`src/rtl/dpe_pkg.sv`:
```
// Shared DPE stream definitions: field widths, port addresses, the beat
// record carried through the ingress multiplexer, and the round-robin helpers.
package dpe_pkg;

    localparam int DPE_DATA_W  = 64;
    localparam int DPE_KEEP_W  = DPE_DATA_W / 8;
    localparam int DPE_STAGE_W = 4;
    localparam int DPE_ADDR_W  = 4;

    localparam logic [DPE_ADDR_W-1:0] DPE_ADDR_CPU   = 4'h8;
    localparam logic [DPE_ADDR_W-1:0] DPE_ADDR_ETH_1 = 4'h1;
    localparam logic [DPE_ADDR_W-1:0] DPE_ADDR_ETH_2 = 4'h2;
    localparam logic [DPE_ADDR_W-1:0] DPE_ADDR_ETH_3 = 4'h3;
    localparam logic [DPE_ADDR_W-1:0] DPE_ADDR_ETH_4 = 4'h4;

    localparam int NUM_DPE_PORTS = 5;

    // Index 0 is CPU, indices 1..4 are ETH_1..ETH_4.
    localparam logic [NUM_DPE_PORTS-1:0][DPE_ADDR_W-1:0] DPE_MUX_PORT_ADDR =
        {DPE_ADDR_ETH_4, DPE_ADDR_ETH_3, DPE_ADDR_ETH_2, DPE_ADDR_ETH_1, DPE_ADDR_CPU};

    typedef enum logic {
        IDLE = 1'b0,
        XFER = 1'b1
    } dpe_mux_state_t;

    typedef logic [2:0] dpe_port_idx_t;
    localparam dpe_port_idx_t DPE_PORT_NONE = 3'd7;

    typedef struct packed {
        logic [DPE_DATA_W-1:0]  tdata;
        logic [DPE_KEEP_W-1:0]  tkeep;
        logic                   tlast;
        logic                   tuser_bypass_all;
        logic [DPE_STAGE_W-1:0] tuser_bypass_stage;
        logic [DPE_ADDR_W-1:0]  tuser_src;
        logic [DPE_ADDR_W-1:0]  tuser_dst;
    } dpe_beat_t;

    // First requesting port at or after ptr, wrapping 4 -> 0.
    function automatic dpe_port_idx_t dpe_mux_rr_pick(input logic [NUM_DPE_PORTS-1:0] req,
                                                      input dpe_port_idx_t ptr);
        int s;
        dpe_mux_rr_pick = ptr;
        for (int k = NUM_DPE_PORTS - 1; k >= 0; k--) begin
            s = int'(ptr) + k;
            if (s >= NUM_DPE_PORTS) s = s - NUM_DPE_PORTS;
            if (req[s]) dpe_mux_rr_pick = dpe_port_idx_t'(s);
        end
    endfunction

    // Port index following idx, modulo the port count.
    function automatic dpe_port_idx_t dpe_mux_next_ptr(input dpe_port_idx_t idx);
        dpe_mux_next_ptr = (idx == dpe_port_idx_t'(NUM_DPE_PORTS - 1)) ? '0 : idx + 3'd1;
    endfunction

endpackage

```
`src/rtl/dpe_if.sv`:
```
// DPE AXI-stream style bundle. master drives the beat, slave returns tready.
interface dpe_if;
    import dpe_pkg::*;

    logic [DPE_DATA_W-1:0]  tdata;
    logic [DPE_KEEP_W-1:0]  tkeep;
    logic                   tlast;
    logic                   tvalid;
    logic                   tready;
    logic                   tuser_bypass_all;
    logic [DPE_STAGE_W-1:0] tuser_bypass_stage;
    logic [DPE_ADDR_W-1:0]  tuser_src;
    logic [DPE_ADDR_W-1:0]  tuser_dst;

    modport master (
        output tdata, tkeep, tlast, tvalid, tuser_bypass_all, tuser_bypass_stage,
               tuser_src, tuser_dst,
        input  tready
    );

    modport slave (
        input  tdata, tkeep, tlast, tvalid, tuser_bypass_all, tuser_bypass_stage,
               tuser_src, tuser_dst,
        output tready
    );

endinterface

```
`src/rtl/dpe_skid_buffer.sv`:
```
// Two-entry registered slice on dpe_if. Upstream tready is taken from the
// skid occupancy flop only, so downstream tready never reaches upstream
// combinationally; at most two words are absorbed while the output stalls.
module dpe_skid_buffer
    import dpe_pkg::*;
(
    input  logic clk,
    input  logic rst_n,
    dpe_if.slave  s_in,
    dpe_if.master m_out
);

    dpe_beat_t in_beat;
    dpe_beat_t out_q, out_d;
    dpe_beat_t skid_q, skid_d;
    logic      out_vld_q, out_vld_d;
    logic      skid_vld_q, skid_vld_d;
    logic      push, pop;

    assign in_beat = {s_in.tdata, s_in.tkeep, s_in.tlast, s_in.tuser_bypass_all,
                      s_in.tuser_bypass_stage, s_in.tuser_src, s_in.tuser_dst};

    assign s_in.tready = !skid_vld_q;
    assign push        = s_in.tvalid && !skid_vld_q;
    assign pop         = out_vld_q && m_out.tready;

    // Next occupancy: refill the output word from the skid first, then from the input.
    always_comb begin
        out_d      = out_q;
        out_vld_d  = out_vld_q;
        skid_d     = skid_q;
        skid_vld_d = skid_vld_q;
        if (!out_vld_q || pop) begin
            if (skid_vld_q) begin
                out_d      = skid_q;
                out_vld_d  = 1'b1;
                skid_d     = in_beat;
                skid_vld_d = push;
            end else begin
                out_d      = in_beat;
                out_vld_d  = push;
            end
        end else if (push) begin
            skid_d     = in_beat;
            skid_vld_d = 1'b1;
        end
    end

    // Output and skid registers; reset empties both and zeroes the egress fields.
    always_ff @(posedge clk or negedge rst_n) begin
        if (!rst_n) begin
            out_q      <= '0;
            out_vld_q  <= 1'b0;
            skid_q     <= '0;
            skid_vld_q <= 1'b0;
        end else begin
            out_q      <= out_d;
            out_vld_q  <= out_vld_d;
            skid_q     <= skid_d;
            skid_vld_q <= skid_vld_d;
        end
    end

    assign m_out.tvalid             = out_vld_q;
    assign m_out.tdata              = out_q.tdata;
    assign m_out.tkeep              = out_q.tkeep;
    assign m_out.tlast              = out_q.tlast;
    assign m_out.tuser_bypass_all   = out_q.tuser_bypass_all;
    assign m_out.tuser_bypass_stage = out_q.tuser_bypass_stage;
    assign m_out.tuser_src          = out_q.tuser_src;
    assign m_out.tuser_dst          = out_q.tuser_dst;

endmodule

```
`src/rtl/dpe_multiplexer.sv`:
```
// Ingress merger: five packet streams (CPU, ETH_1..ETH_4) into one DPE stream.
// Packet-atomic round-robin, one idle cycle of arbitration per packet, source
// address stamping and a registered skid output stage.
// Optional macro DPE_MUX_CPU_PRIO_EN: CPU wins every arbitration it takes part
// in, and the round-robin pointer moves only on ETH grants.
module dpe_multiplexer
    import dpe_pkg::*;
#(
    parameter int NUM_IN    = 5,
    parameter bit SRC_STAMP = 1'b1
) (
    input  logic  clk,
    input  logic  rst_n,
    dpe_if.slave  from_cpu,
    dpe_if.slave  from_eth_1,
    dpe_if.slave  from_eth_2,
    dpe_if.slave  from_eth_3,
    dpe_if.slave  from_eth_4,
    dpe_if.master to_dpe
);

    dpe_if mux_if ();

    dpe_mux_state_t      state_q, state_d;
    dpe_port_idx_t       grant_q, grant_d;
    dpe_port_idx_t       rr_ptr_q, rr_ptr_d;
    dpe_port_idx_t       pick;
    logic                advance;

    logic [NUM_IN-1:0]   in_valid;
    logic [NUM_IN-1:0]   in_ready;
    dpe_beat_t           in_beat [NUM_IN];
    dpe_beat_t           sel_beat;
    logic                sel_valid;
    logic                xfer_hs;

    assign in_valid = {from_eth_4.tvalid, from_eth_3.tvalid, from_eth_2.tvalid,
                       from_eth_1.tvalid, from_cpu.tvalid};

    assign in_beat[0] = {from_cpu.tdata, from_cpu.tkeep, from_cpu.tlast,
                         from_cpu.tuser_bypass_all, from_cpu.tuser_bypass_stage,
                         from_cpu.tuser_src, from_cpu.tuser_dst};
    assign in_beat[1] = {from_eth_1.tdata, from_eth_1.tkeep, from_eth_1.tlast,
                         from_eth_1.tuser_bypass_all, from_eth_1.tuser_bypass_stage,
                         from_eth_1.tuser_src, from_eth_1.tuser_dst};
    assign in_beat[2] = {from_eth_2.tdata, from_eth_2.tkeep, from_eth_2.tlast,
                         from_eth_2.tuser_bypass_all, from_eth_2.tuser_bypass_stage,
                         from_eth_2.tuser_src, from_eth_2.tuser_dst};
    assign in_beat[3] = {from_eth_3.tdata, from_eth_3.tkeep, from_eth_3.tlast,
                         from_eth_3.tuser_bypass_all, from_eth_3.tuser_bypass_stage,
                         from_eth_3.tuser_src, from_eth_3.tuser_dst};
    assign in_beat[4] = {from_eth_4.tdata, from_eth_4.tkeep, from_eth_4.tlast,
                         from_eth_4.tuser_bypass_all, from_eth_4.tuser_bypass_stage,
                         from_eth_4.tuser_src, from_eth_4.tuser_dst};

    // Select the granted port's beat and give only that port tready (skid space permitting).
    always_comb begin
        sel_beat  = '0;
        sel_valid = 1'b0;
        in_ready  = '0;
        if (state_q == XFER) begin
            for (int i = 0; i < NUM_IN; i++) begin
                if (grant_q == dpe_port_idx_t'(i)) begin
                    sel_beat    = in_beat[i];
                    sel_valid   = in_valid[i];
                    in_ready[i] = mux_if.tready;
                    if (SRC_STAMP) sel_beat.tuser_src = DPE_MUX_PORT_ADDR[i];
                end
            end
        end
    end

    assign xfer_hs = sel_valid && mux_if.tready;

    assign from_cpu.tready   = in_ready[0];
    assign from_eth_1.tready = in_ready[1];
    assign from_eth_2.tready = in_ready[2];
    assign from_eth_3.tready = in_ready[3];
    assign from_eth_4.tready = in_ready[4];

    assign mux_if.tvalid             = sel_valid;
    assign mux_if.tdata              = sel_beat.tdata;
    assign mux_if.tkeep              = sel_beat.tkeep;
    assign mux_if.tlast              = sel_beat.tlast;
    assign mux_if.tuser_bypass_all   = sel_beat.tuser_bypass_all;
    assign mux_if.tuser_bypass_stage = sel_beat.tuser_bypass_stage;
    assign mux_if.tuser_src          = sel_beat.tuser_src;
    assign mux_if.tuser_dst          = sel_beat.tuser_dst;

`ifdef DPE_MUX_CPU_PRIO_EN
    assign pick    = in_valid[0] ? '0 : dpe_mux_rr_pick(in_valid, rr_ptr_q);
    assign advance = (grant_q != '0);
`else
    assign pick    = dpe_mux_rr_pick(in_valid, rr_ptr_q);
    assign advance = 1'b1;
`endif

    // Arbitration FSM: grant in IDLE, hold the grant until the packet's tlast handshake.
    always_comb begin
        state_d  = state_q;
        grant_d  = grant_q;
        rr_ptr_d = rr_ptr_q;
        case (state_q)
            IDLE: begin
                if (|in_valid) begin
                    grant_d = pick;
                    state_d = XFER;
                end
            end
            XFER: begin
                if (xfer_hs && sel_beat.tlast) begin
                    state_d = IDLE;
                    grant_d = DPE_PORT_NONE;
                    if (advance) rr_ptr_d = dpe_mux_next_ptr(grant_q);
                end
            end
            default: begin
                state_d = IDLE;
                grant_d = DPE_PORT_NONE;
            end
        endcase
    end

    // Arbitration state registers.
    always_ff @(posedge clk or negedge rst_n) begin
        if (!rst_n) begin
            state_q  <= IDLE;
            grant_q  <= DPE_PORT_NONE;
            rr_ptr_q <= '0;
        end else begin
            state_q  <= state_d;
            grant_q  <= grant_d;
            rr_ptr_q <= rr_ptr_d;
        end
    end

    dpe_skid_buffer u_skid (
        .clk   (clk),
        .rst_n (rst_n),
        .s_in  (mux_if.slave),
        .m_out (to_dpe)
    );

endmodule

```
`src/flat_wrapper.sv`:
```
// flat-port wrapper written by rule: the top's interface ports become plain ports
module dpe_multiplexer_flat import dpe_pkg::*;
#(
    parameter int NUM_IN    = 5,
    parameter bit SRC_STAMP = 1'b1
)
  (clk, rst_n, from_cpu_tdata, from_cpu_tkeep, from_cpu_tlast, from_cpu_tvalid, from_cpu_tuser_bypass_all, from_cpu_tuser_bypass_stage, from_cpu_tuser_src, from_cpu_tuser_dst, from_cpu_tready, from_eth_1_tdata, from_eth_1_tkeep, from_eth_1_tlast, from_eth_1_tvalid, from_eth_1_tuser_bypass_all, from_eth_1_tuser_bypass_stage, from_eth_1_tuser_src, from_eth_1_tuser_dst, from_eth_1_tready, from_eth_2_tdata, from_eth_2_tkeep, from_eth_2_tlast, from_eth_2_tvalid, from_eth_2_tuser_bypass_all, from_eth_2_tuser_bypass_stage, from_eth_2_tuser_src, from_eth_2_tuser_dst, from_eth_2_tready, from_eth_3_tdata, from_eth_3_tkeep, from_eth_3_tlast, from_eth_3_tvalid, from_eth_3_tuser_bypass_all, from_eth_3_tuser_bypass_stage, from_eth_3_tuser_src, from_eth_3_tuser_dst, from_eth_3_tready, from_eth_4_tdata, from_eth_4_tkeep, from_eth_4_tlast, from_eth_4_tvalid, from_eth_4_tuser_bypass_all, from_eth_4_tuser_bypass_stage, from_eth_4_tuser_src, from_eth_4_tuser_dst, from_eth_4_tready, to_dpe_tdata, to_dpe_tkeep, to_dpe_tlast, to_dpe_tvalid, to_dpe_tuser_bypass_all, to_dpe_tuser_bypass_stage, to_dpe_tuser_src, to_dpe_tuser_dst, to_dpe_tready);
  dpe_if from_cpu_i ();
  dpe_if from_eth_1_i ();
  dpe_if from_eth_2_i ();
  dpe_if from_eth_3_i ();
  dpe_if from_eth_4_i ();
  dpe_if to_dpe_i ();
  input  logic clk;
  input  logic rst_n;
  input wire logic [$bits(from_cpu_i.tdata)-1:0] from_cpu_tdata;
  input wire logic [$bits(from_cpu_i.tkeep)-1:0] from_cpu_tkeep;
  input wire logic [$bits(from_cpu_i.tlast)-1:0] from_cpu_tlast;
  input wire logic [$bits(from_cpu_i.tvalid)-1:0] from_cpu_tvalid;
  input wire logic [$bits(from_cpu_i.tuser_bypass_all)-1:0] from_cpu_tuser_bypass_all;
  input wire logic [$bits(from_cpu_i.tuser_bypass_stage)-1:0] from_cpu_tuser_bypass_stage;
  input wire logic [$bits(from_cpu_i.tuser_src)-1:0] from_cpu_tuser_src;
  input wire logic [$bits(from_cpu_i.tuser_dst)-1:0] from_cpu_tuser_dst;
  output wire logic [$bits(from_cpu_i.tready)-1:0] from_cpu_tready;
  input wire logic [$bits(from_eth_1_i.tdata)-1:0] from_eth_1_tdata;
  input wire logic [$bits(from_eth_1_i.tkeep)-1:0] from_eth_1_tkeep;
  input wire logic [$bits(from_eth_1_i.tlast)-1:0] from_eth_1_tlast;
  input wire logic [$bits(from_eth_1_i.tvalid)-1:0] from_eth_1_tvalid;
  input wire logic [$bits(from_eth_1_i.tuser_bypass_all)-1:0] from_eth_1_tuser_bypass_all;
  input wire logic [$bits(from_eth_1_i.tuser_bypass_stage)-1:0] from_eth_1_tuser_bypass_stage;
  input wire logic [$bits(from_eth_1_i.tuser_src)-1:0] from_eth_1_tuser_src;
  input wire logic [$bits(from_eth_1_i.tuser_dst)-1:0] from_eth_1_tuser_dst;
  output wire logic [$bits(from_eth_1_i.tready)-1:0] from_eth_1_tready;
  input wire logic [$bits(from_eth_2_i.tdata)-1:0] from_eth_2_tdata;
  input wire logic [$bits(from_eth_2_i.tkeep)-1:0] from_eth_2_tkeep;
  input wire logic [$bits(from_eth_2_i.tlast)-1:0] from_eth_2_tlast;
  input wire logic [$bits(from_eth_2_i.tvalid)-1:0] from_eth_2_tvalid;
  input wire logic [$bits(from_eth_2_i.tuser_bypass_all)-1:0] from_eth_2_tuser_bypass_all;
  input wire logic [$bits(from_eth_2_i.tuser_bypass_stage)-1:0] from_eth_2_tuser_bypass_stage;
  input wire logic [$bits(from_eth_2_i.tuser_src)-1:0] from_eth_2_tuser_src;
  input wire logic [$bits(from_eth_2_i.tuser_dst)-1:0] from_eth_2_tuser_dst;
  output wire logic [$bits(from_eth_2_i.tready)-1:0] from_eth_2_tready;
  input wire logic [$bits(from_eth_3_i.tdata)-1:0] from_eth_3_tdata;
  input wire logic [$bits(from_eth_3_i.tkeep)-1:0] from_eth_3_tkeep;
  input wire logic [$bits(from_eth_3_i.tlast)-1:0] from_eth_3_tlast;
  input wire logic [$bits(from_eth_3_i.tvalid)-1:0] from_eth_3_tvalid;
  input wire logic [$bits(from_eth_3_i.tuser_bypass_all)-1:0] from_eth_3_tuser_bypass_all;
  input wire logic [$bits(from_eth_3_i.tuser_bypass_stage)-1:0] from_eth_3_tuser_bypass_stage;
  input wire logic [$bits(from_eth_3_i.tuser_src)-1:0] from_eth_3_tuser_src;
  input wire logic [$bits(from_eth_3_i.tuser_dst)-1:0] from_eth_3_tuser_dst;
  output wire logic [$bits(from_eth_3_i.tready)-1:0] from_eth_3_tready;
  input wire logic [$bits(from_eth_4_i.tdata)-1:0] from_eth_4_tdata;
  input wire logic [$bits(from_eth_4_i.tkeep)-1:0] from_eth_4_tkeep;
  input wire logic [$bits(from_eth_4_i.tlast)-1:0] from_eth_4_tlast;
  input wire logic [$bits(from_eth_4_i.tvalid)-1:0] from_eth_4_tvalid;
  input wire logic [$bits(from_eth_4_i.tuser_bypass_all)-1:0] from_eth_4_tuser_bypass_all;
  input wire logic [$bits(from_eth_4_i.tuser_bypass_stage)-1:0] from_eth_4_tuser_bypass_stage;
  input wire logic [$bits(from_eth_4_i.tuser_src)-1:0] from_eth_4_tuser_src;
  input wire logic [$bits(from_eth_4_i.tuser_dst)-1:0] from_eth_4_tuser_dst;
  output wire logic [$bits(from_eth_4_i.tready)-1:0] from_eth_4_tready;
  output wire logic [$bits(to_dpe_i.tdata)-1:0] to_dpe_tdata;
  output wire logic [$bits(to_dpe_i.tkeep)-1:0] to_dpe_tkeep;
  output wire logic [$bits(to_dpe_i.tlast)-1:0] to_dpe_tlast;
  output wire logic [$bits(to_dpe_i.tvalid)-1:0] to_dpe_tvalid;
  output wire logic [$bits(to_dpe_i.tuser_bypass_all)-1:0] to_dpe_tuser_bypass_all;
  output wire logic [$bits(to_dpe_i.tuser_bypass_stage)-1:0] to_dpe_tuser_bypass_stage;
  output wire logic [$bits(to_dpe_i.tuser_src)-1:0] to_dpe_tuser_src;
  output wire logic [$bits(to_dpe_i.tuser_dst)-1:0] to_dpe_tuser_dst;
  input wire logic [$bits(to_dpe_i.tready)-1:0] to_dpe_tready;
  assign from_cpu_i.tdata = from_cpu_tdata;
  assign from_cpu_i.tkeep = from_cpu_tkeep;
  assign from_cpu_i.tlast = from_cpu_tlast;
  assign from_cpu_i.tvalid = from_cpu_tvalid;
  assign from_cpu_i.tuser_bypass_all = from_cpu_tuser_bypass_all;
  assign from_cpu_i.tuser_bypass_stage = from_cpu_tuser_bypass_stage;
  assign from_cpu_i.tuser_src = from_cpu_tuser_src;
  assign from_cpu_i.tuser_dst = from_cpu_tuser_dst;
  assign from_cpu_tready = from_cpu_i.tready;
  assign from_eth_1_i.tdata = from_eth_1_tdata;
  assign from_eth_1_i.tkeep = from_eth_1_tkeep;
  assign from_eth_1_i.tlast = from_eth_1_tlast;
  assign from_eth_1_i.tvalid = from_eth_1_tvalid;
  assign from_eth_1_i.tuser_bypass_all = from_eth_1_tuser_bypass_all;
  assign from_eth_1_i.tuser_bypass_stage = from_eth_1_tuser_bypass_stage;
  assign from_eth_1_i.tuser_src = from_eth_1_tuser_src;
  assign from_eth_1_i.tuser_dst = from_eth_1_tuser_dst;
  assign from_eth_1_tready = from_eth_1_i.tready;
  assign from_eth_2_i.tdata = from_eth_2_tdata;
  assign from_eth_2_i.tkeep = from_eth_2_tkeep;
  assign from_eth_2_i.tlast = from_eth_2_tlast;
  assign from_eth_2_i.tvalid = from_eth_2_tvalid;
  assign from_eth_2_i.tuser_bypass_all = from_eth_2_tuser_bypass_all;
  assign from_eth_2_i.tuser_bypass_stage = from_eth_2_tuser_bypass_stage;
  assign from_eth_2_i.tuser_src = from_eth_2_tuser_src;
  assign from_eth_2_i.tuser_dst = from_eth_2_tuser_dst;
  assign from_eth_2_tready = from_eth_2_i.tready;
  assign from_eth_3_i.tdata = from_eth_3_tdata;
  assign from_eth_3_i.tkeep = from_eth_3_tkeep;
  assign from_eth_3_i.tlast = from_eth_3_tlast;
  assign from_eth_3_i.tvalid = from_eth_3_tvalid;
  assign from_eth_3_i.tuser_bypass_all = from_eth_3_tuser_bypass_all;
  assign from_eth_3_i.tuser_bypass_stage = from_eth_3_tuser_bypass_stage;
  assign from_eth_3_i.tuser_src = from_eth_3_tuser_src;
  assign from_eth_3_i.tuser_dst = from_eth_3_tuser_dst;
  assign from_eth_3_tready = from_eth_3_i.tready;
  assign from_eth_4_i.tdata = from_eth_4_tdata;
  assign from_eth_4_i.tkeep = from_eth_4_tkeep;
  assign from_eth_4_i.tlast = from_eth_4_tlast;
  assign from_eth_4_i.tvalid = from_eth_4_tvalid;
  assign from_eth_4_i.tuser_bypass_all = from_eth_4_tuser_bypass_all;
  assign from_eth_4_i.tuser_bypass_stage = from_eth_4_tuser_bypass_stage;
  assign from_eth_4_i.tuser_src = from_eth_4_tuser_src;
  assign from_eth_4_i.tuser_dst = from_eth_4_tuser_dst;
  assign from_eth_4_tready = from_eth_4_i.tready;
  assign to_dpe_tdata = to_dpe_i.tdata;
  assign to_dpe_tkeep = to_dpe_i.tkeep;
  assign to_dpe_tlast = to_dpe_i.tlast;
  assign to_dpe_tvalid = to_dpe_i.tvalid;
  assign to_dpe_tuser_bypass_all = to_dpe_i.tuser_bypass_all;
  assign to_dpe_tuser_bypass_stage = to_dpe_i.tuser_bypass_stage;
  assign to_dpe_tuser_src = to_dpe_i.tuser_src;
  assign to_dpe_tuser_dst = to_dpe_i.tuser_dst;
  assign to_dpe_i.tready = to_dpe_tready;
  dpe_multiplexer #(.NUM_IN(NUM_IN), .SRC_STAMP(SRC_STAMP)) u_core (.clk(clk), .rst_n(rst_n), .from_cpu(from_cpu_i), .from_eth_1(from_eth_1_i), .from_eth_2(from_eth_2_i), .from_eth_3(from_eth_3_i), .from_eth_4(from_eth_4_i), .to_dpe(to_dpe_i));
endmodule
```
`config.mk`:
```
export PLATFORM = sky130hd
export DESIGN_NAME = dpe_multiplexer_flat
export DESIGN_NICKNAME = d
export VERILOG_FILES = /design/src/rtl/dpe_pkg.sv /design/src/rtl/dpe_if.sv /design/src/rtl/dpe_skid_buffer.sv /design/src/rtl/dpe_multiplexer.sv /design/src/flat_wrapper.sv
export SDC_FILE = /design/constraint.sdc
export NUM_CORES = 1
export LEC_CHECK = 0
export BUFFER_PORTS_ARGS = -buffer_cell sky130_fd_sc_hd__buf_2
export CAP_MARGIN = 25
export CORE_AREA = 5 5 206 208
export DETAILED_ROUTE_END_ITERATION = 7
export DIE_AREA = 0 0 211 213
export PLACE_DENSITY = 0.59
export SYNTH_ARGS = -nofsm -noshare
export SYNTH_HDL_FRONTEND = slang
export SYNTH_SLANG_ARGS = --single-unit
export TNS_END_PERCENT = 100
```
`constraint.sdc`:
```
create_clock -name clk -period 3.2 [get_ports clk]
set_input_delay 0.48 -clock clk [delete_from_list [all_inputs] [get_ports clk]]
set_output_delay 0.48 -clock clk [all_outputs]
set_load 0.02 [all_outputs]
```
==> metrics, run 1 <==
CTS tree yes; min Tclk post-route 2990 ps; #FFs+latches synth 181; First DRT Iteration DRCs between 900 and 1000; synth top area cells dfrtp_1 38%, nand2_1 9.0%, o21ai_0 7.9%, a221oi_1 6.2%, nor2_1 6.2%; H-Tree Depth 4; sequential element share of the synthesized area 0.390; worst-margin pin slew between 900 and 1000 ps; Hold Crit Class input pin to asynchronous set/reset pin; required time worst endpoint roughly 3500 ps; Remaining DRCs 0; Net Sw Frac 0.488; Die Wd 211 um; critical path launch point type flip-flop; # port buffers slightly above 500; area growth from synthesis to layout 33.3%; Synth cell types 55; CP cell instances inv_1, ha_1, nand2b_1, nor2_4, buf_12, a221oi_1, buf_4, o311ai_1, o211ai_1, nor2_1, a21oi_1, o21ai_0; row count 74; per-cell routed wire length slightly below 20 um; Reg power frac 0.230; EDFF count, synth 0; Initial Util 0.288; Slew HR 0.389; Post-synth top flop dfrtp_1; via count about 13000; vias in the first global route between 10000 and 15000; yosys warns 0; Synth async-reset ratio 1.00; power after layout roughly 15000 uW; Net Switching between 7000 and 8000 uW; Setup WS pre-CTS 101 ps; clock root cell clkbuf_16; crit share post-route 0.935; path type of the worst setup path flip-flop to flip-flop; Worst path depth 12; first-pass GRT wire length between 70 and 80 mm; final WL a little under 50 mm; Setup crit start u_core.grant_q[0]$_DFFE_PN1P_; Fin. Hold Viols 0; CP endpoint kind flip-flop; Clock Path Buffers 2; Congestion Overflow GR 0; Non-Filler Instances roughly 2500; initial antenna violation count 4; syn nets approximately 2000; clock-pin transition on the worst setup and hold timing paths ~70 ps; Sink Count between 150 and 200; CTS Buf Count 17; P_leak between 0.007 and 0.008 uW; Detailed Place HPWL 36.1 mm; Placed Instances roughly 2400; Max stage delay on crit path 580 ps; share of cells above drive strength 1 0.319; io pins 530; largest net degree at the start of global routing between 150 and 200; Yosys top cell area share 0.383; CTS Hold Bufs 0; Pre-Repair DR Iteration Count 6; # setup viols final 0; post-route ant nets 0; core box area slightly above 40000 sq um; Total GRT Usage 0.203; mean post-synth cell area between 7 and 8 sq um; dominant cell type by area after synthesis dfrtp_1; Crit path buffers/inverters 3; worst r2r src u_core.grant_q[0]$_DFFE_PN1P_; Area after DPL 14900 sq um; Logic pwr share 0.639; fin area about 16000 sq um; CP Max Fanout 40; Synth Instances 1496; chip height 213 um; Cell Pwr Density 996 nW/um^2; vias per cell between 5 and 6; WP data arrival 3290 ps; clock skew approximately 8.3 ps; CP delay by family, top compound AO/OA/AOI/OAI gates; DIE AREA around 45000 sq um; Final Wtd Congestion 0.909; r2r worst-path depth 12; Skew-Pair Late Insertion Delay roughly 430 ps; PnR worst setup slack ~210 ps; status complete, no violations; setup TNS 0 ps; achievable frequency 0.334 GHz; max-slew violations 0; RSZ-0062 raised after global routing false; Final #Nets 2386; max-cap violations 0; Post-Syn Area approximately 12000 sq um; Int Power ~7900 uW; Crit-path slowest cell dfstp_2; peak supply drop 0.000540 V; Clk pwr share 0.131
## worst paths after layout
check,end,slack (ps)
worst max-delay path,u_core.u_skid.m_out.tuser_bypass_all$_DFFE_PN0P_,210
worst min-delay path,u_core.u_skid.m_out.tkeep[2]$_DFFE_PN0P_,170
worst max register to register,u_core.u_skid.m_out.tuser_bypass_all$_DFFE_PN0P_,210
worst min register to register,u_core.u_skid.m_out.tuser_src[2]$_DFFE_PN0P_,470
max in group asynchronous,u_core.u_skid.m_out.tdata[20]$_DFFE_PN0P_,2240
min in group clk,u_core.u_skid.skid_q[39]$_DFFE_PN0P_,400
## registers in the layout, indices dropped and copies added (netlist names)
signal and cells:
u_core.grant_q 3, u_core.rr_ptr_q 3, u_core.state_q 1, u_core.u_skid.m_out.tdata 64, u_core.u_skid.m_out.tkeep 8, u_core.u_skid.m_out.tlast 1, u_core.u_skid.m_out.tuser_bypass_all 1, u_core.u_skid.m_out.tuser_bypass_stage 4
u_core.u_skid.m_out.tuser_dst 4, u_core.u_skid.m_out.tuser_src 4, u_core.u_skid.m_out.tvalid 1, u_core.u_skid.skid_q 86, u_core.u_skid.skid_vld_q 1
## logic make-up (layout without fill, tap and decap cells)
logic type | after synthesis | in the layout | synth area share
and+or+nand+nor | 530 | 530 | 0.184
muxes | 17 | 17 | 0.0152
adders and majority gates | 17 | 17 | 0.0189
buffers and inverters | 165 | 613 | 0.0562
AOI/OAI and AO/OA | 582 | 582 | 0.333
other | 0 | 3 | 0
DFF | 181 | 181 | 0.390
xor gates and xnor gates | 4 | 4 | 0.00301
## layout by cell type (no fill, tap or decap), drive strengths merged, types with 16 or more instances in the layout
cell type | netlist | final
o211ai | 90 | 90
nor2 | 192 | 192
a221oi | 82 | 82
a21oi | 105 | 105
buf | 27 | 565
o311ai | 82 | 82
dfrtp | 178 | 178
ha | 16 | 16
inv | 15 | 19
nand2 | 278 | 278
clkbuf | 123 | 22
o21ai | 189 | 189
## synth_stat cells (2+ instances only)
cell	instances
nor4b_1	2
xnor2_1	4
o22ai_1	4
a21o_1	3
nand2b_1	12
and3_1	4
nand4_1	2
o31ai_1	5
clkbuf_1	123
a21oi_1	103
o31a_1	2
o21ai_1	5
dfrtp_1	178
o22a_1	2
mux2i_1	12
nor2_1	191
a221oi_1	82
nand3b_1	2
inv_1	15
dfstp_2	3
buf_2	21
and2_1	3
o311ai_0	41
mux2_2	5
a31oi_1	5
nor3_1	11
a211oi_1	2
o311ai_1	40
nor3b_1	2
buf_1	5
o21ai_0	184
nand3_1	5
o21a_1	3
ha_1	16
nor2b_1	12
o211ai_1	90
a22oi_1	2
nand2_1	278
## layer usage
layer | share of wire | GRT usage | up-vias
li1 | - | - | 6356
met1 | 0.43 | 0.279 | 6138
met2 | 0.47 | 0.322 | 460
met3 | 0.069 | 0.0476 | 73
met4 | 0.024 | 0.0575 | 0
met5 | 0 | 0 | -
## repair_timing
action	in CTS	in global routing
gates resized for setup	0	1
buffers inserted	0	0
endpoints found under the setup margin	0	1
## power by group through the flow
stage / clock (uW) / combinational (uW) / sequential, uW
2_1_floorplan: 0 / 6140 / 3990
3_3_place_gp: 0 / 9820 / 3560
3_5_place_dp: 0 / 9980 / 3600
4_1_cts: 2110 / 10000 / 3560
5_1_grt: 2200 / 11000 / 3660
6_report: 2020 / 9870 / 3550
## per-stage QoR
step | hold WS [ps] | util
after CTS | 197 | 0.384
after global placement | 459 | 0.370
final | 173 | 0.384
after detailed placement | 464 | 0.370
after floorplan | 184 | -
after global routing | 233 | 0.384
## cell type report
| class | count | area [sq um] |
|---|---|---|
| clock buffers | 21 | 460 |
| fillers | 4246 | 24900 |
| clock inverters | 11 | 92.6 |
| well taps | 532 | 666 |
| inverters | 15 | 56.3 |
| flip-flops and latches | 181 | 4540 |
| multi-input cells | 1150 | 6510 |
| diodes | 3 | 7.51 |
| repair buffers | 566 | 3170 |
No activity file was read; power rests on OpenSTA's default activity.
==> run 2, diff against run 1 <==
--- a/config.mk
+++ b/config.mk
@@ -11,6 +11,7 @@
 export DETAILED_ROUTE_END_ITERATION = 7
 export DIE_AREA = 0 0 211 213
 export PLACE_DENSITY = 0.59
+export RECOVER_POWER = 50
 export SYNTH_ARGS = -nofsm -noshare
 export SYNTH_HDL_FRONTEND = slang
 export SYNTH_SLANG_ARGS = --single-unit
==> metrics, run 2 (synthesis results as in run 1) <==
status complete, but fails checks; failing checks capacitance limit, slew limit; Skew-Pair Late Insertion Delay 430 ps (about the same); chip height 213 um (unchanged); post-route ant nets 0 (unchanged); largest net degree at the start of global routing 174 (unchanged); Hold Crit Class input pin to asynchronous set/reset pin; Cell Pwr Density 998 nW/um^2 (+0.20%); worst-margin pin slew 1800 ps (+879 ps); Fin. Hold Viols 0 (unchanged); path type of the worst setup path flip-flop to flip-flop; initial antenna violation count 4 (unchanged); Area after DPL 14900 sq um (unchanged); share of cells above drive strength 1 0.295 (-0.0247); # setup viols final 0 (unchanged); Die Wd 211 um (unchanged); clock root cell clkbuf_16; Largest register FFs 86 (unchanged); CP Max Fanout 40 (unchanged); area growth from synthesis to layout 32.7%; H-Tree Depth 4 (unchanged); CP cell instances inv_1, ha_1, nand2b_1, nor2_4, buf_12, a221oi_1, buf_4, o311ai_1, o211ai_1, nor2_1, a21oi_1, o21ai_0; RSZ-0062 raised after global routing false; clock-pin transition on the worst setup and hold timing paths 70 ps (about the same); setup TNS 0 ps (unchanged); Remaining DRCs 0 (unchanged); Clock Path Buffers 2 (unchanged); worst r2r src u_core.grant_q[0]$_DFFE_PN1P_; First DRT Iteration DRCs 964 (+1.8%); DIE AREA 44900 sq um (unchanged); r2r worst-path depth 12 (unchanged); fin area 15400 sq um (-0.47%); CP delay by family, top compound AO/OA/AOI/OAI gates; most frequent cells in the layout 462 x buf_2, 276 x nand2_1, 190 x nor2_1; WP data arrival 3290 ps (about the same); via count 13000 (+0.10%); R2R setup slack 210 ps (about the same); clock skew 7.96 ps (-0.313 ps); Congestion Overflow GR 0 (unchanged); commonest non-fill, non-tap cell in the layout buf_2; Detailed Place HPWL 36.1 mm (unchanged); R2R Path End u_core.u_skid.m_out.tuser_bypass_all$_DFFE_PN0P_; CTS Buf Count 17 (unchanged); Reg with most FFs u_core.u_skid.skid_q; Total GRT Usage 0.203 (unchanged); max-slew violations 77 (+77); Fillers 4265 (+0.45%); Initial Util 0.288 (unchanged); vias per cell 5.26 (about the same); row count 74 (unchanged); peak supply drop 0.000541 V (+0.13%); first-pass GRT wire length 72.1 mm (unchanged); PnR worst setup slack 207 ps (-2.30 ps); Worst path depth 12 (unchanged); CTS tree yes; CP endpoint kind flip-flop; CP Capture Point u_core.u_skid.m_out.tuser_bypass_all$_DFFE_PN0P_; io pins 530 (unchanged); P_leak 0.00703 uW (-2.3%); Final Wtd Congestion 0.909 (unchanged); Slew HR -0.197 (-0.586); crit share post-route 0.935 (about the same); max-cap violations 2 (+2); per-cell routed wire length 19.5 um (+0.21%); Pre-Repair DR Iteration Count 5 (-1); Crit path buffers/inverters 3 (unchanged); achievable frequency 0.334 GHz (about the same); Max stage delay on crit path 580 ps (about the same); vias in the first global route 12200 (unchanged); Setup WS pre-CTS 101 ps (unchanged); required time worst endpoint 3490 ps (about the same); critical path launch point type flip-flop; Sink Count 181 (unchanged); # port buffers 509 (unchanged); min Tclk post-route 2990 ps (+2.30 ps); Crit-path slowest cell dfstp_2; Setup crit start u_core.grant_q[0]$_DFFE_PN1P_; Final Core Density 0.382 (-0.00180); Final #Nets 2386 (unchanged); core box area 40400 sq um (unchanged); final WL 48.4 mm (+0.21%)
## run 2: cell types whose count changed in the layout (fill, tap and decap cells not counted), sizes merged
cell          previous run  this run
dlymetal6s4s             0         2
buf                    565       517
clkbuf                  22        68
## run 2: per-stage QoR
stage / hold slack [ps] / cells / power [uW]
after global routing: 223 / 2479 / 16800
final: 165 / 2479 / 15400
after CTS: 197 / 2476 / 15700
after global placement: 459 / 2444 / 13400
after floorplan: 184 / 1496 / 10100
after detailed placement: 464 / 2444 / 13600
## run 2: per-layer routing
metal	part of all wire	wire, um	GRT usage	vias to the layer above
met3	0.068	3300	0.0476	61
met5	0	0	0	-
li1	-	-	-	6355
met4	0.023	1130	0.0575	0
met1	0.43	20900	0.279	6173
met2	0.48	23000	0.322	451
## run 2: timing repair
item,in CTS,in global routing
gates resized for setup,0,1
hold buffers,0,0
endpoints found under the setup margin,0,1
buffers inserted,0,0
## run 2: worst min-delay path by stage
| stage | end | slack (ps) |
|---|---|---|
| 5_1_grt | u_core.u_skid.m_out.tkeep[2]$_DFFE_PN0P_ | 220 |
| 2_1_floorplan | u_core.rr_ptr_q[0]$_DFFE_PN0P_ | 180 |
| 3_5_place_dp | u_core.u_skid.m_out.tdata[31]$_DFFE_PN0P_ | 460 |
| 4_1_cts | u_core.u_skid.m_out.tkeep[2]$_DFFE_PN0P_ | 200 |
| 6_report | u_core.u_skid.m_out.tkeep[2]$_DFFE_PN0P_ | 160 |
| 3_3_place_gp | u_core.u_skid.m_out.tdata[45]$_DFFE_PN0P_ | 460 |
## run 2: report_power, final
part	leakage (uW)	internal, uW	switching, uW
sequential	0.00236	3140	424
combinational	0.00439	3670	6150
clock	0.000275	1050	972
## run 2: layout make-up
cell class                      instances  area, sq um  area share
Clock buffer                           21          460      0.0298
Inverter                               15         56.3     0.00365
Timing Repair Buffer                  566         3100       0.201
Tap cell                              532          666      0.0431
Clock inverter                         11         92.6     0.00600
Sequential cell                       181         4540       0.294
Antenna cell                            3         7.51    0.000486
Multi-Input combinational cell       1150         6510       0.422
==> run 3, diff against run 2 <==
--- a/config.mk
+++ b/config.mk
@@ -10,7 +10,6 @@
 export CORE_AREA = 5 5 206 208
 export DETAILED_ROUTE_END_ITERATION = 7
 export DIE_AREA = 0 0 211 213
-export PLACE_DENSITY = 0.59
 export RECOVER_POWER = 50
 export SYNTH_ARGS = -nofsm -noshare
 export SYNTH_HDL_FRONTEND = slang
==> metrics, run 3 (synthesis results as in run 1) <==
status complete, but fails checks; failing checks capacitance limit, slew limit; number of setup buffers added after CTS 0 (unchanged); Detailed Place HPWL 35.9 mm (-0.49%); Clock Path Buffers 2 (unchanged); max-cap violations 1 (-1); CP delay by family, top compound AO/OA/AOI/OAI gates; vias per cell 5.28 (+0.36%); Crit path buffers/inverters 3 (unchanged); Sink Count 181 (unchanged); most frequent cells in the layout 462 x buf_2, 276 x nand2_1, 190 x nor2_1; Largest register FFs 86 (unchanged); vias in the first global route 12400 (+1.1%); Non-Filler Instances 2478 (-0.040%); Die Wd 211 um (unchanged); Final #Nets 2384 (-0.084%); Final Wtd Congestion 0.913 (+0.48%); clock root cell clkbuf_16; row count 74 (unchanged); CTS Buf Count 17 (unchanged); Max stage delay on crit path 690 ps (+110 ps); peak supply drop 0.000450 V (-17%); per-cell routed wire length 19.3 um (-0.93%); post-route ant nets 0 (unchanged); min Tclk post-route 2940 ps (-53.3 ps); path type of the worst setup path flip-flop to flip-flop; setup TNS 0 ps (unchanged); first-pass GRT wire length 71.7 mm (-0.47%); area growth from synthesis to layout 32.6% (about the same); Congestion Overflow GR 0 (unchanged); r2r worst-path depth 11 (-1); CP endpoint kind flip-flop; crit share post-route 0.919 (-0.0166); P_leak 0.00701 uW (-0.33%); H-Tree Depth 4 (unchanged); Hold Crit Class input pin to flip-flop; First DRT Iteration DRCs 953 (-1.1%); chip height 213 um (unchanged); Final Core Density 0.382 (about the same); Reg with most FFs u_core.u_skid.skid_q; Fin. Hold Viols 0 (unchanged); Fillers 4229 (-0.84%); worst-margin pin slew 1830 ps (+35.1 ps); share of cells above drive strength 1 0.295 (about the same); Total GRT Usage 0.203 (-0.000260); DIE AREA 44900 sq um (unchanged); CP Max Fanout 56 (+40%); Crit-path slowest cell a221oi_1; Worst Hold Depth 3; Slew HR -0.220 (-0.0234); commonest non-fill, non-tap cell in the layout buf_2; clock skew 9.86 ps (+1.90 ps); power after layout 15400 uW (about the same); achievable frequency 0.340 GHz (+1.8%); CP cell instances inv_1, ha_1, nor2b_4, buf_12, a221oi_1, buf_4, o311ai_0, o211ai_1, nor2_1, a21oi_1, o21ai_0; io pins 530 (unchanged); # setup viols final 0 (unchanged); Worst path depth 11 (-1); clock-pin transition on the worst setup and hold timing paths 70 ps (about the same); final WL 47.9 mm (-0.97%); Remaining DRCs 0 (unchanged); R2R setup slack 260 ps (+50 ps); WP data arrival 3250 ps (-40 ps); required time worst endpoint 3520 ps (+30 ps); Pre-Repair DR Iteration Count 5 (unchanged); Skew-Pair Late Insertion Delay 450 ps (+20 ps); CTS tree yes; via count 13100 (+0.32%); Cell Pwr Density 999 nW/um^2 (+0.11%); initial antenna violation count 6 (+2); critical path launch point type flip-flop; largest net degree at the start of global routing 111 (-36%); RSZ-0062 raised after global routing false; # port buffers 509 (unchanged); max-slew violations 69 (-10%); core box area 40400 sq um (unchanged); Placed Instances 2442 (-0.082%); Initial Util 0.288 (unchanged)
## run 3: changes by cell type in the layout (fill, tap and decap cells not counted), moves of 2 or more
cell,delta
bufinv_16,+2
clkinvlp_4,+2
dlymetal6s4s_1,-2
inv_6,-2
## run 3: final cells by class
cell class | count | area (sq um) | share of cell area
tap | 532 | 666 | 0.0431
clock inverter | 10 | 120 | 0.00779
antenna | 4 | 10.0 | 0.000649
multi-input combinational | 1150 | 6520 | 0.422
sequential | 181 | 4540 | 0.294
timing repair buffer | 564 | 3060 | 0.198
clock buffer | 22 | 464 | 0.0301
inverter | 15 | 56.3 | 0.00365
## run 3: metal layers
metal,vias up,global-route usage,share of wire
met5,-,0,0.00027
met3,74,0.0494,0.073
met4,2,0.0642,0.023
met1,6170,0.269,0.42
li1,6359,-,-
met2,477,0.328,0.48
## run 3: power by group
| group | total, uW | leakage, uW | switching (uW) | internal, uW |
|---|---|---|---|---|
| Combinational | 9630 | 0.00436 | 6000 | 3640 |
| Sequential | 3640 | 0.00236 | 502 | 3140 |
| Clock | 2140 | 0.000281 | 945 | 1200 |
## run 3: worst min-delay path: stages
cell and delay, ps:
buf_2 70, o211ai_1 100, o21ai_0 140
## run 3: timing repair
item / 4_1_cts / 5_1_grt
gates resized for setup: 0 / 2
hold buffers: 0 / 0
endpoints found under the setup margin: 0 / 47
## run 3: final timing paths
kind                                                                         endpoint                                      start
worst max-delay path            u_core.u_skid.m_out.tuser_bypass_stage[3]$_DFFE_PN0P_              u_core.grant_q[1]$_DFFE_PN1P_
worst min-delay path                             u_core.u_skid.skid_q[57]$_DFFE_PN0P_                       from_eth_4_tdata[35]
worst max register to register  u_core.u_skid.m_out.tuser_bypass_stage[3]$_DFFE_PN0P_              u_core.grant_q[1]$_DFFE_PN1P_
worst min register to register              u_core.u_skid.m_out.tdata[47]$_DFFE_PN0P_  u_core.u_skid.m_out.tdata[47]$_DFFE_PN0P_
max in group asynchronous                   u_core.u_skid.m_out.tdata[29]$_DFFE_PN0P_                                      rst_n
min in group asynchronous                    u_core.u_skid.m_out.tkeep[3]$_DFFE_PN0P_                                      rst_n
## run 3: metrics by stage
step	setup slack (ps)	hold slack, ps	instance area [sq um]
final	261	387	15400
after global routing	32.0	382	15400
after CTS	57.3	33.6	15500
after detailed placement	90.7	465	14900
after global placement	186	459	14900
after floorplan	43.7	184	11600
